### src/rtl/uart_param_if.sv
// uart_param_if: host-side handshake bundle for uart_param.
// The host uses the master modport and the UART uses the slave modport.
interface uart_param_if #(
    parameter int DATA_BITS = 8
);
    logic [DATA_BITS-1:0] tx_data;
    logic                 tx_valid;
    logic                 tx_ready;
    logic                 tx_busy;
    logic [DATA_BITS-1:0] rx_data;
    logic                 rx_valid;
    logic                 rx_ready;
    logic                 rx_parity_err;
    logic                 rx_frame_err;
    logic                 rx_overrun;
    logic                 rx_busy;

    modport master (
        output tx_data, tx_valid, rx_ready,
        input  tx_ready, tx_busy, rx_data, rx_valid,
               rx_parity_err, rx_frame_err, rx_overrun, rx_busy
    );

    modport slave (
        input  tx_data, tx_valid, rx_ready,
        output tx_ready, tx_busy, rx_data, rx_valid,
               rx_parity_err, rx_frame_err, rx_overrun, rx_busy
    );
endinterface

### src/rtl/uart_param.sv
// uart_param: parametrised UART with valid/ready TX and RX and a 2-flop rx synchroniser.
// Define UART_RX_FIFO_EN to replace the single RX holding register with an RX FIFO.
module uart_param #(
    parameter int CLK_FREQ      = 12000000,
    parameter int BAUD_RATE     = 96000,
    parameter int OVERSAMPLE    = 16,
    parameter int DATA_BITS     = 8,
    parameter int PARITY        = 0,
    parameter int STOP_BITS     = 1,
    parameter int RX_FIFO_DEPTH = 4
) (
    input  logic clk,
    input  logic rst,
    input  logic rx,
    output logic tx,
    uart_param_if.slave bus
);
    localparam int DIV   = CLK_FREQ / (BAUD_RATE * OVERSAMPLE);
    localparam int CNT_W = $clog2(DIV + 1);
    localparam int OS_W  = $clog2(2 * OVERSAMPLE);
    localparam int IDX_W = (DATA_BITS > 1) ? $clog2(DATA_BITS) : 1;

    localparam logic [CNT_W-1:0] DIV_RELOAD   = CNT_W'(DIV - 1);
    localparam logic [OS_W-1:0]  OS_LAST      = OS_W'(OVERSAMPLE - 1);
    localparam logic [OS_W-1:0]  OS_HALF_LAST = OS_W'(OVERSAMPLE / 2 - 1);
    localparam logic [OS_W-1:0]  STOP_LAST    = OS_W'(STOP_BITS * OVERSAMPLE - 1);
    localparam logic [IDX_W-1:0] IDX_LAST     = IDX_W'(DATA_BITS - 1);

    if (DIV < 1) begin : g_bad_div
        $error("uart_param: CLK_FREQ/(BAUD_RATE*OVERSAMPLE) must be at least 1");
    end
    if (OVERSAMPLE < 4 || (OVERSAMPLE % 2) != 0) begin : g_bad_os
        $error("uart_param: OVERSAMPLE must be even and at least 4");
    end
    if (DATA_BITS < 5 || DATA_BITS > 8) begin : g_bad_bits
        $error("uart_param: DATA_BITS must be 5..8");
    end
    if (RX_FIFO_DEPTH < 2 || (RX_FIFO_DEPTH & (RX_FIFO_DEPTH - 1)) != 0) begin : g_bad_depth
        $error("uart_param: RX_FIFO_DEPTH must be a power of two, 2 or more");
    end

    // ---------------- Transmitter ----------------
    typedef enum logic [2:0] {TX_IDLE, TX_START, TX_DATA, TX_PARITY, TX_STOP} tx_state_t;

    tx_state_t            tx_state, tx_state_n;
    logic [CNT_W-1:0]     tx_cnt;
    logic [OS_W-1:0]      tx_os;
    logic [IDX_W-1:0]     tx_idx;
    logic [DATA_BITS-1:0] tx_sh;
    logic                 tx_par;
    logic                 tx_q, tx_n;
    logic                 tx_tick, tx_accept, tx_bit_end, tx_stop_end;

    assign tx_accept   = bus.tx_valid && (tx_state == TX_IDLE);
    assign tx_tick     = (tx_cnt == '0);
    assign tx_bit_end  = tx_tick && (tx_os == OS_LAST);
    assign tx_stop_end = tx_tick && (tx_os == STOP_LAST);

    assign tx           = tx_q;
    assign bus.tx_ready = (tx_state == TX_IDLE);
    assign bus.tx_busy  = (tx_state != TX_IDLE);

    always_ff @(posedge clk or posedge rst) begin
        if (rst) tx_state <= TX_IDLE;
        else     tx_state <= tx_state_n;
    end

    // tx_sh is shifted as each bit goes out, so bit 0 always holds the next bit.
    always_comb begin
        tx_state_n = tx_state;
        tx_n       = tx_q;
        case (tx_state)
            TX_IDLE: begin
                if (tx_accept) begin
                    tx_state_n = TX_START;
                    tx_n       = 1'b0;
                end
            end
            TX_START: begin
                if (tx_bit_end) begin
                    tx_state_n = TX_DATA;
                    tx_n       = tx_sh[0];
                end
            end
            TX_DATA: begin
                if (tx_bit_end) begin
                    if (tx_idx != IDX_LAST) begin
                        tx_n = tx_sh[0];
                    end else if (PARITY != 0) begin
                        tx_state_n = TX_PARITY;
                        tx_n       = tx_par;
                    end else begin
                        tx_state_n = TX_STOP;
                        tx_n       = 1'b1;
                    end
                end
            end
            TX_PARITY: begin
                if (tx_bit_end) begin
                    tx_state_n = TX_STOP;
                    tx_n       = 1'b1;
                end
            end
            TX_STOP: begin
                if (tx_stop_end) tx_state_n = TX_IDLE;
            end
            default: tx_state_n = TX_IDLE;
        endcase
    end

    always_ff @(posedge clk or posedge rst) begin
        if (rst) begin
            tx_q   <= 1'b1;
            tx_cnt <= DIV_RELOAD;
            tx_os  <= '0;
            tx_idx <= '0;
            tx_sh  <= '0;
            tx_par <= 1'b0;
        end else begin
            tx_q <= tx_n;
            if (tx_accept) begin
                tx_cnt <= DIV_RELOAD;
                tx_os  <= '0;
                tx_idx <= '0;
                tx_sh  <= bus.tx_data;
                tx_par <= (PARITY == 1) ? ~^bus.tx_data : ^bus.tx_data;
            end else begin
                tx_cnt <= tx_tick ? DIV_RELOAD : tx_cnt - 1'b1;
                if (tx_tick && tx_state != TX_IDLE) begin
                    if ((tx_state == TX_STOP) ? tx_stop_end : tx_bit_end) tx_os <= '0;
                    else                                                  tx_os <= tx_os + 1'b1;
                end
                if (tx_bit_end && (tx_state == TX_START || tx_state == TX_DATA)) begin
                    tx_sh <= tx_sh >> 1;
                    if (tx_state == TX_DATA) tx_idx <= tx_idx + 1'b1;
                end
            end
        end
    end

    // ---------------- Receiver ----------------
    typedef enum logic [2:0] {RX_IDLE, RX_START, RX_DATA, RX_PARITY, RX_STOP, RX_BREAK} rx_state_t;

    rx_state_t            rx_state, rx_state_n;
    logic                 rx_s1, rxs;
    logic [CNT_W-1:0]     rx_cnt;
    logic [OS_W-1:0]      rx_os;
    logic [IDX_W-1:0]     rx_idx;
    logic [DATA_BITS-1:0] rx_sh;
    logic                 rx_perr;
    logic                 rx_tick, rx_start_det, rx_sample, word_done;

    always_ff @(posedge clk or posedge rst) begin
        if (rst) begin
            rx_s1 <= 1'b1;
            rxs   <= 1'b1;
        end else begin
            rx_s1 <= rx;
            rxs   <= rx_s1;
        end
    end

    assign rx_start_det = (rx_state == RX_IDLE) && !rxs;
    assign rx_tick      = (rx_cnt == '0);
    assign rx_sample    = rx_tick && ((rx_state == RX_START) ? (rx_os == OS_HALF_LAST)
                                                             : (rx_os == OS_LAST));
    assign word_done    = (rx_state == RX_STOP) && rx_sample;
    assign bus.rx_busy  = (rx_state != RX_IDLE);

    always_ff @(posedge clk or posedge rst) begin
        if (rst) rx_state <= RX_IDLE;
        else     rx_state <= rx_state_n;
    end

    always_comb begin
        rx_state_n = rx_state;
        case (rx_state)
            RX_IDLE:   if (!rxs) rx_state_n = RX_START;
            RX_START:  if (rx_sample) rx_state_n = rxs ? RX_IDLE : RX_DATA;
            RX_DATA: begin
                if (rx_sample && rx_idx == IDX_LAST)
                    rx_state_n = (PARITY != 0) ? RX_PARITY : RX_STOP;
            end
            RX_PARITY: if (rx_sample) rx_state_n = RX_STOP;
            RX_STOP:   if (rx_sample) rx_state_n = rxs ? RX_IDLE : RX_BREAK;
            RX_BREAK:  if (rxs) rx_state_n = RX_IDLE;
            default:   rx_state_n = RX_IDLE;
        endcase
    end

    always_ff @(posedge clk or posedge rst) begin
        if (rst) begin
            rx_cnt  <= DIV_RELOAD;
            rx_os   <= '0;
            rx_idx  <= '0;
            rx_sh   <= '0;
            rx_perr <= 1'b0;
        end else if (rx_start_det) begin
            rx_cnt  <= DIV_RELOAD;
            rx_os   <= '0;
            rx_idx  <= '0;
            rx_perr <= 1'b0;
        end else begin
            rx_cnt <= rx_tick ? DIV_RELOAD : rx_cnt - 1'b1;
            if (rx_tick && rx_state != RX_IDLE && rx_state != RX_BREAK) begin
                if (rx_sample) rx_os <= '0;
                else           rx_os <= rx_os + 1'b1;
            end
            if (rx_state == RX_DATA && rx_sample) begin
                rx_sh  <= {rxs, rx_sh[DATA_BITS-1:1]};
                rx_idx <= rx_idx + 1'b1;
            end
            if (rx_state == RX_PARITY && rx_sample)
                rx_perr <= rxs ^ ((PARITY == 1) ? ~^rx_sh : ^rx_sh);
        end
    end

`ifdef UART_RX_FIFO_EN
    localparam int AW = $clog2(RX_FIFO_DEPTH);

    logic [DATA_BITS+1:0] mem [RX_FIFO_DEPTH];
    logic [AW:0]          wr_ptr, rd_ptr;
    logic                 fifo_empty, fifo_full, fifo_push, fifo_pop, ovr_q;

    assign fifo_empty = (wr_ptr == rd_ptr);
    assign fifo_full  = (wr_ptr[AW] != rd_ptr[AW]) && (wr_ptr[AW-1:0] == rd_ptr[AW-1:0]);
    assign fifo_pop   = !fifo_empty && bus.rx_ready;
    // A pop in the same cycle frees the slot, so a full FIFO can still take the word.
    assign fifo_push  = word_done && (!fifo_full || fifo_pop);

    always_ff @(posedge clk or posedge rst) begin
        if (rst) begin
            wr_ptr <= '0;
            rd_ptr <= '0;
            ovr_q  <= 1'b0;
            for (int unsigned i = 0; i < RX_FIFO_DEPTH; i++) mem[i] <= '0;
        end else begin
            ovr_q <= word_done && fifo_full && !fifo_pop;
            if (fifo_push) begin
                mem[wr_ptr[AW-1:0]] <= {rx_perr, !rxs, rx_sh};
                wr_ptr <= wr_ptr + 1'b1;
            end
            if (fifo_pop) rd_ptr <= rd_ptr + 1'b1;
        end
    end

    assign bus.rx_valid      = !fifo_empty;
    assign bus.rx_data       = mem[rd_ptr[AW-1:0]][DATA_BITS-1:0];
    assign bus.rx_frame_err  = mem[rd_ptr[AW-1:0]][DATA_BITS];
    assign bus.rx_parity_err = mem[rd_ptr[AW-1:0]][DATA_BITS+1];
    assign bus.rx_overrun    = ovr_q;
`else
    logic [DATA_BITS-1:0] hold_data;
    logic                 hold_v, hold_perr, hold_ferr, ovr_q;

    always_ff @(posedge clk or posedge rst) begin
        if (rst) begin
            hold_data <= '0;
            hold_v    <= 1'b0;
            hold_perr <= 1'b0;
            hold_ferr <= 1'b0;
            ovr_q     <= 1'b0;
        end else begin
            ovr_q <= word_done && hold_v && !bus.rx_ready;
            if (word_done && (!hold_v || bus.rx_ready)) begin
                hold_data <= rx_sh;
                hold_perr <= rx_perr;
                hold_ferr <= !rxs;
                hold_v    <= 1'b1;
            end else if (hold_v && bus.rx_ready) begin
                hold_v <= 1'b0;
            end
        end
    end

    assign bus.rx_valid      = hold_v;
    assign bus.rx_data       = hold_data;
    assign bus.rx_frame_err  = hold_ferr;
    assign bus.rx_parity_err = hold_perr;
    assign bus.rx_overrun    = ovr_q;
`endif
endmodule

### src/flat_wrapper.sv
// flat-port wrapper written by rule: the top's interface ports become plain ports
module uart_param_flat 
#(
    parameter int CLK_FREQ      = 12000000,
    parameter int BAUD_RATE     = 96000,
    parameter int OVERSAMPLE    = 16,
    parameter int DATA_BITS     = 8,
    parameter int PARITY        = 0,
    parameter int STOP_BITS     = 1,
    parameter int RX_FIFO_DEPTH = 4
)
  (clk, rst, rx, tx, bus_tx_data, bus_tx_valid, bus_rx_ready, bus_tx_ready, bus_tx_busy, bus_rx_data, bus_rx_valid, bus_rx_parity_err, bus_rx_frame_err, bus_rx_overrun, bus_rx_busy);
  uart_param_if #(.DATA_BITS(DATA_BITS)) bus_i ();
  input  logic clk;
  input  logic rst;
  input  logic rx;
  output logic tx;
  input wire logic [$bits(bus_i.tx_data)-1:0] bus_tx_data;
  input wire logic [$bits(bus_i.tx_valid)-1:0] bus_tx_valid;
  input wire logic [$bits(bus_i.rx_ready)-1:0] bus_rx_ready;
  output wire logic [$bits(bus_i.tx_ready)-1:0] bus_tx_ready;
  output wire logic [$bits(bus_i.tx_busy)-1:0] bus_tx_busy;
  output wire logic [$bits(bus_i.rx_data)-1:0] bus_rx_data;
  output wire logic [$bits(bus_i.rx_valid)-1:0] bus_rx_valid;
  output wire logic [$bits(bus_i.rx_parity_err)-1:0] bus_rx_parity_err;
  output wire logic [$bits(bus_i.rx_frame_err)-1:0] bus_rx_frame_err;
  output wire logic [$bits(bus_i.rx_overrun)-1:0] bus_rx_overrun;
  output wire logic [$bits(bus_i.rx_busy)-1:0] bus_rx_busy;
  assign bus_i.tx_data = bus_tx_data;
  assign bus_i.tx_valid = bus_tx_valid;
  assign bus_i.rx_ready = bus_rx_ready;
  assign bus_tx_ready = bus_i.tx_ready;
  assign bus_tx_busy = bus_i.tx_busy;
  assign bus_rx_data = bus_i.rx_data;
  assign bus_rx_valid = bus_i.rx_valid;
  assign bus_rx_parity_err = bus_i.rx_parity_err;
  assign bus_rx_frame_err = bus_i.rx_frame_err;
  assign bus_rx_overrun = bus_i.rx_overrun;
  assign bus_rx_busy = bus_i.rx_busy;
  uart_param #(.CLK_FREQ(CLK_FREQ), .BAUD_RATE(BAUD_RATE), .OVERSAMPLE(OVERSAMPLE), .DATA_BITS(DATA_BITS), .PARITY(PARITY), .STOP_BITS(STOP_BITS), .RX_FIFO_DEPTH(RX_FIFO_DEPTH)) u_core (.clk(clk), .rst(rst), .rx(rx), .tx(tx), .bus(bus_i));
endmodule
### config.mk
export PLATFORM = sky130hd
export DESIGN_NAME = uart_param_flat
export DESIGN_NICKNAME = d
export VERILOG_FILES = /design/src/rtl/uart_param_if.sv /design/src/rtl/uart_param.sv /design/src/flat_wrapper.sv
export SDC_FILE = /design/constraint.sdc
export NUM_CORES = 1
export LEC_CHECK = 0
export CAP_MARGIN = 20
export CORE_ASPECT_RATIO = 0.6
export CORE_MARGIN = 2
export CORE_UTILIZATION = 51
export DETAILED_ROUTE_END_ITERATION = 16
export PLACE_DENSITY_LB_ADDON = 0.15
export RECOVER_POWER = 25
export SLEW_MARGIN = 20
export SYNTH_ARGS = -nofsm -noshare
export SYNTH_HDL_FRONTEND = slang
export SYNTH_SLANG_ARGS = --single-unit
### constraint.sdc
create_clock -name clk -period 2.18 [get_ports clk]
set_input_delay 0.436 -clock clk [delete_from_list [all_inputs] [get_ports clk]]
set_output_delay 0.436 -clock clk [all_outputs]
set_load 0.005 [all_outputs]
==> summary.txt <==
Status
  • Status: finished, violations left
  • Violated checks: negative setup slack

CTS
  • Root Driver: clkbuf_8
  • Clock latency on the worst-skew pair: approximately 0.33 ns
  • CTS Sinks: 60
  • H-tree Lvls: 3
  • CTS Buffer Depth: 2
  • Cts hold-fix bufs: 0
  • CTS buffer count: 9
  • CTS tree: done
  • CTS clk-pin slew, worst paths: 0.07 ns

Setup path
  • Critical path buffers and inverters: 1
  • CP Max Fanout: 8
  • R2R Path End: u_core.tx_sh[3]
  • Setup crit start kind: register
  • CP top delay family: simple AND/OR/NAND/NOR gates
  • FF-to-FF Start: u_core.tx_cnt[0]
  • Crit. End Element: register
  • Worst endpoint required time: 2.39 ns
  • Cells along the critical path: inv_1 -> ha_2 -> ha_4 -> or3b_4 -> or4_4 -> o311a_4 -> mux2_4
  • CP peak stage delay: 0.44 ns
  • FF-to-FF path depth: 7
  • Reg2Reg Setup Slack: -0.02 ns
  • CP arrival: 2.42 ns
  • CP Class: register to register
  • Critical path's slowest cell: or4_4

Final layout
  • Ant diodes: 0
  • Nets: 333
  • Area Growth Syn to Fin: 23.5%
  • Layout Utilization: 64.5%
  • Layout cells sized above 1: 24.1%
  • Filler Cells Inserted: 422

Die
  • Die Area: 6260 um2
  • # IOs: 29
  • FP Rows: 21
  • Initial Util: 52.3%
  • Chip height: 62.1 um
  • Core area: ~5500 um2
  • Die width: 101 um

Synthesis
  • Synth top area share: 46.2%
  • Library cells used by synthesis: 43
  • Synth area leader: dfrtp_1
  • Post-synth ARST share: between 90% and 100%
  • Synthesis-stage register bit count: 60
  • Yosys warnings: 0
  • Syn Nets: ~290
  • Syn Area/Cell: 10.8 um2
  • Cell Area, Synth: 2870 um2
  • Post-synth EDFFs: 0
  • Ys flop type: dfrtp_1
  • Synth area leaders: dfrtp_1 (46%), mux2_2 (6.7%), dfstp_2 (6.4%), nand2_1 (5.1%), ha_1 (4.4%)
  • Seq/Total Area, Yosys: 52.6%
  • Synth Instances: 265

Drt
  • Router iterations before antenna repair: 4
  • Total wire length: 5.48 mm
  • DRC: 0
  • DR WL/cell: 14.3 um
  • DRT antenna net count: 0
  • Iter 0 DRT Violations: 115
  • Vias per cell: 5.32
  • DR vias: 2041

Pwr
  • Clk pwr share: 46.2%
  • PwrDens: 613 nW/um2
  • Final Power: 2170 uW
  • Peak VDD IR: 0.382 mV
  • Leakage: 0.00168 uW
  • P_sw: between 400 and 500 uW
  • Sequential share of power: between 50% and 60%
  • Int Pwr: 1720 uW
  • Sw Ratio: 20.7%
  • Comb power frac: between 2 and 2.5%

STA
  • Fin. max-slew vios: 0
  • Relative slew slack: 3.66%
  • Fin. Hold Viols: 0
  • Endpoints failing setup: 7
  • Min Hold Slack: 0.374 ns
  • Skew final: 0.0105 ns
  • Setup WS post-layout: -0.0205 ns
  • FMAX: between 400 and 500 MHz
  • Final period util: 101%
  • Slew @ Worst Pin: 1.45 ns
  • RSZ-0062 raised after global routing: yes
  • Tmin final: 2.20 ns

GRT
  • Total GRT Usage: around a fifth
  • Total gr overflow: 0
  • First-pass GRT wire length: 9.60 mm
  • Initial antenna violation count: 0
  • Largest net degree at the start of global routing: 61
  • Vias in the first global route: 1994

Worst hold path
  • Hold_sp: u_core.rx_s1
  • WHS Endpoint: u_core.rxs
  • Hold Path Depth: 0
  • Hold Crit Class: register to register

Placed design
  • Final GP Congestion: 0.900
  • Dpl hpwl: about 3.7 mm
  • Port bufs: 28

Job
  • Max cap viols: 0
## through the flow
step | cell area [um2] | setup TNS [ns] | instances | setup WS, ns
floorplan | 2890 | -1.00 | 265 | -0.138
global placement | 3300 | -0.628 | 363 | -0.0902
detailed placement | 3300 | -1.13 | 363 | -0.155
CTS | 3540 | -0.150 | 383 | -0.0273
global route | 3540 | -0.743 | 384 | -0.0902
finish | 3540 | -0.119 | 384 | -0.0205
## area by class of cell
cell class	count	area [um2]	share of cell area, %
clock inverters	5	50.0	1.41
clock buffers	11	151	4.27
well taps	69	86.3	2.44
flip-flops and latches	60	1510	42.7
inverters	11	41.3	1.16
multi-input cells	183	1290	36.5
repair buffers	45	408	11.5
## cells in the mapped netlist (2+ instances only)
library cell,n
or3_1,2
buf_6,2
xor2_1,4
nand2_1,39
nand4_1,2
nor3_1,4
mux2_4,7
a22o_1,3
nand2b_1,4
nand3_1,13
clkbuf_1,9
a21oi_1,5
mux2_2,17
dfrtp_1,53
inv_1,11
nor3b_1,3
dfstp_2,7
o21ai_0,15
xnor2_1,9
nor2_1,17
a21boi_0,2
nor2b_1,2
mux2i_1,2
ha_1,10
o31ai_1,3
o21a_1,2
and3_1,2
## worst max path at each step
stage	start	endpoint	slack (ns)	cells after the start
6_report	u_core.tx_cnt[0]	u_core.tx_sh[3]	-0.02	7
5_1_grt	u_core.tx_cnt[0]	u_core.tx_sh[3]	-0.09	7
4_1_cts	u_core.tx_cnt[0]	u_core.tx_sh[3]	-0.03	7
3_5_place_dp	u_core.tx_cnt[0]	u_core.tx_sh[5]	-0.16	7
3_3_place_gp	u_core.tx_cnt[0]	u_core.tx_sh[4]	-0.09	7
2_1_floorplan	u_core.tx_cnt[0]	u_core.tx_sh[0]	-0.14	9
## power groups by stage
| stage | clock (uW) | sequential [uW] | combinational (uW) |
|---|---|---|---|
| after floorplan | 0 | 1140 | 20.7 |
| after global placement | 0 | 1140 | 53.7 |
| after detailed placement | 0 | 1140 | 54.4 |
| after CTS | 1030 | 1120 | 54.5 |
| after global routing | 1090 | 1120 | 54.8 |
| final | 1000 | 1120 | 47.7 |
## metal layers
metal	global-route usage [%]	share of wire [%]	vias up
met5	0	0	-
met3	6.76	4.5	6
met2	25.7	39	46
li1	-	-	1001
met4	7.36	0.97	0
met1	30.9	55	988
## sequential cells by signal (all words and copies together), names as in the netlist, 3 cells and up
signal	cells
u_core.bus.rx_data	8
u_core.rx_cnt	3
u_core.rx_idx	3
u_core.rx_os	5
u_core.rx_sh	8
u_core.rx_state	3
u_core.tx_cnt	3
u_core.tx_idx	3
u_core.tx_os	5
u_core.tx_sh	8
u_core.tx_state	3
## cell usage in the layout, fill, tap and decap left out, types with 5 or more instances in the layout
master,instances
inv_1,9
dfstp_2,7
clkbuf_8,11
nor2_1,17
xnor2_1,9
dfrtp_1,50
mux2_4,7
a21oi_1,5
buf_4,16
o21ai_0,15
clkdlybuf4s50_1,26
nand2_1,39
mux2_2,17
ha_1,8
nand3_1,13
## cell families (layout without fill, tap and decap cells)
kind of cell               after synthesis  in the layout  share of synthesized area, %
adders and majority gates               10             10                          4.36
buffers and inverters                   22             72                          3.40
DFF                                     60             60                          52.6
xor gates and xnor gates                13             13                          3.97
muxes                                   26             26                          11.0
and+or+nand+nor                         96             96                          16.1
AOI/OAI and AO/OA                       38             38                          8.50
## timing repair
| action | CTS | global route |
|---|---|---|
| endpoints found under the setup margin | 9 | 8 |
| endpoints found under the hold margin | 0 | 0 |
| setup buffers | 4 | 1 |
| gates resized for setup | 5 | 3 |
No activity file was read; power rests on OpenSTA's default activity.
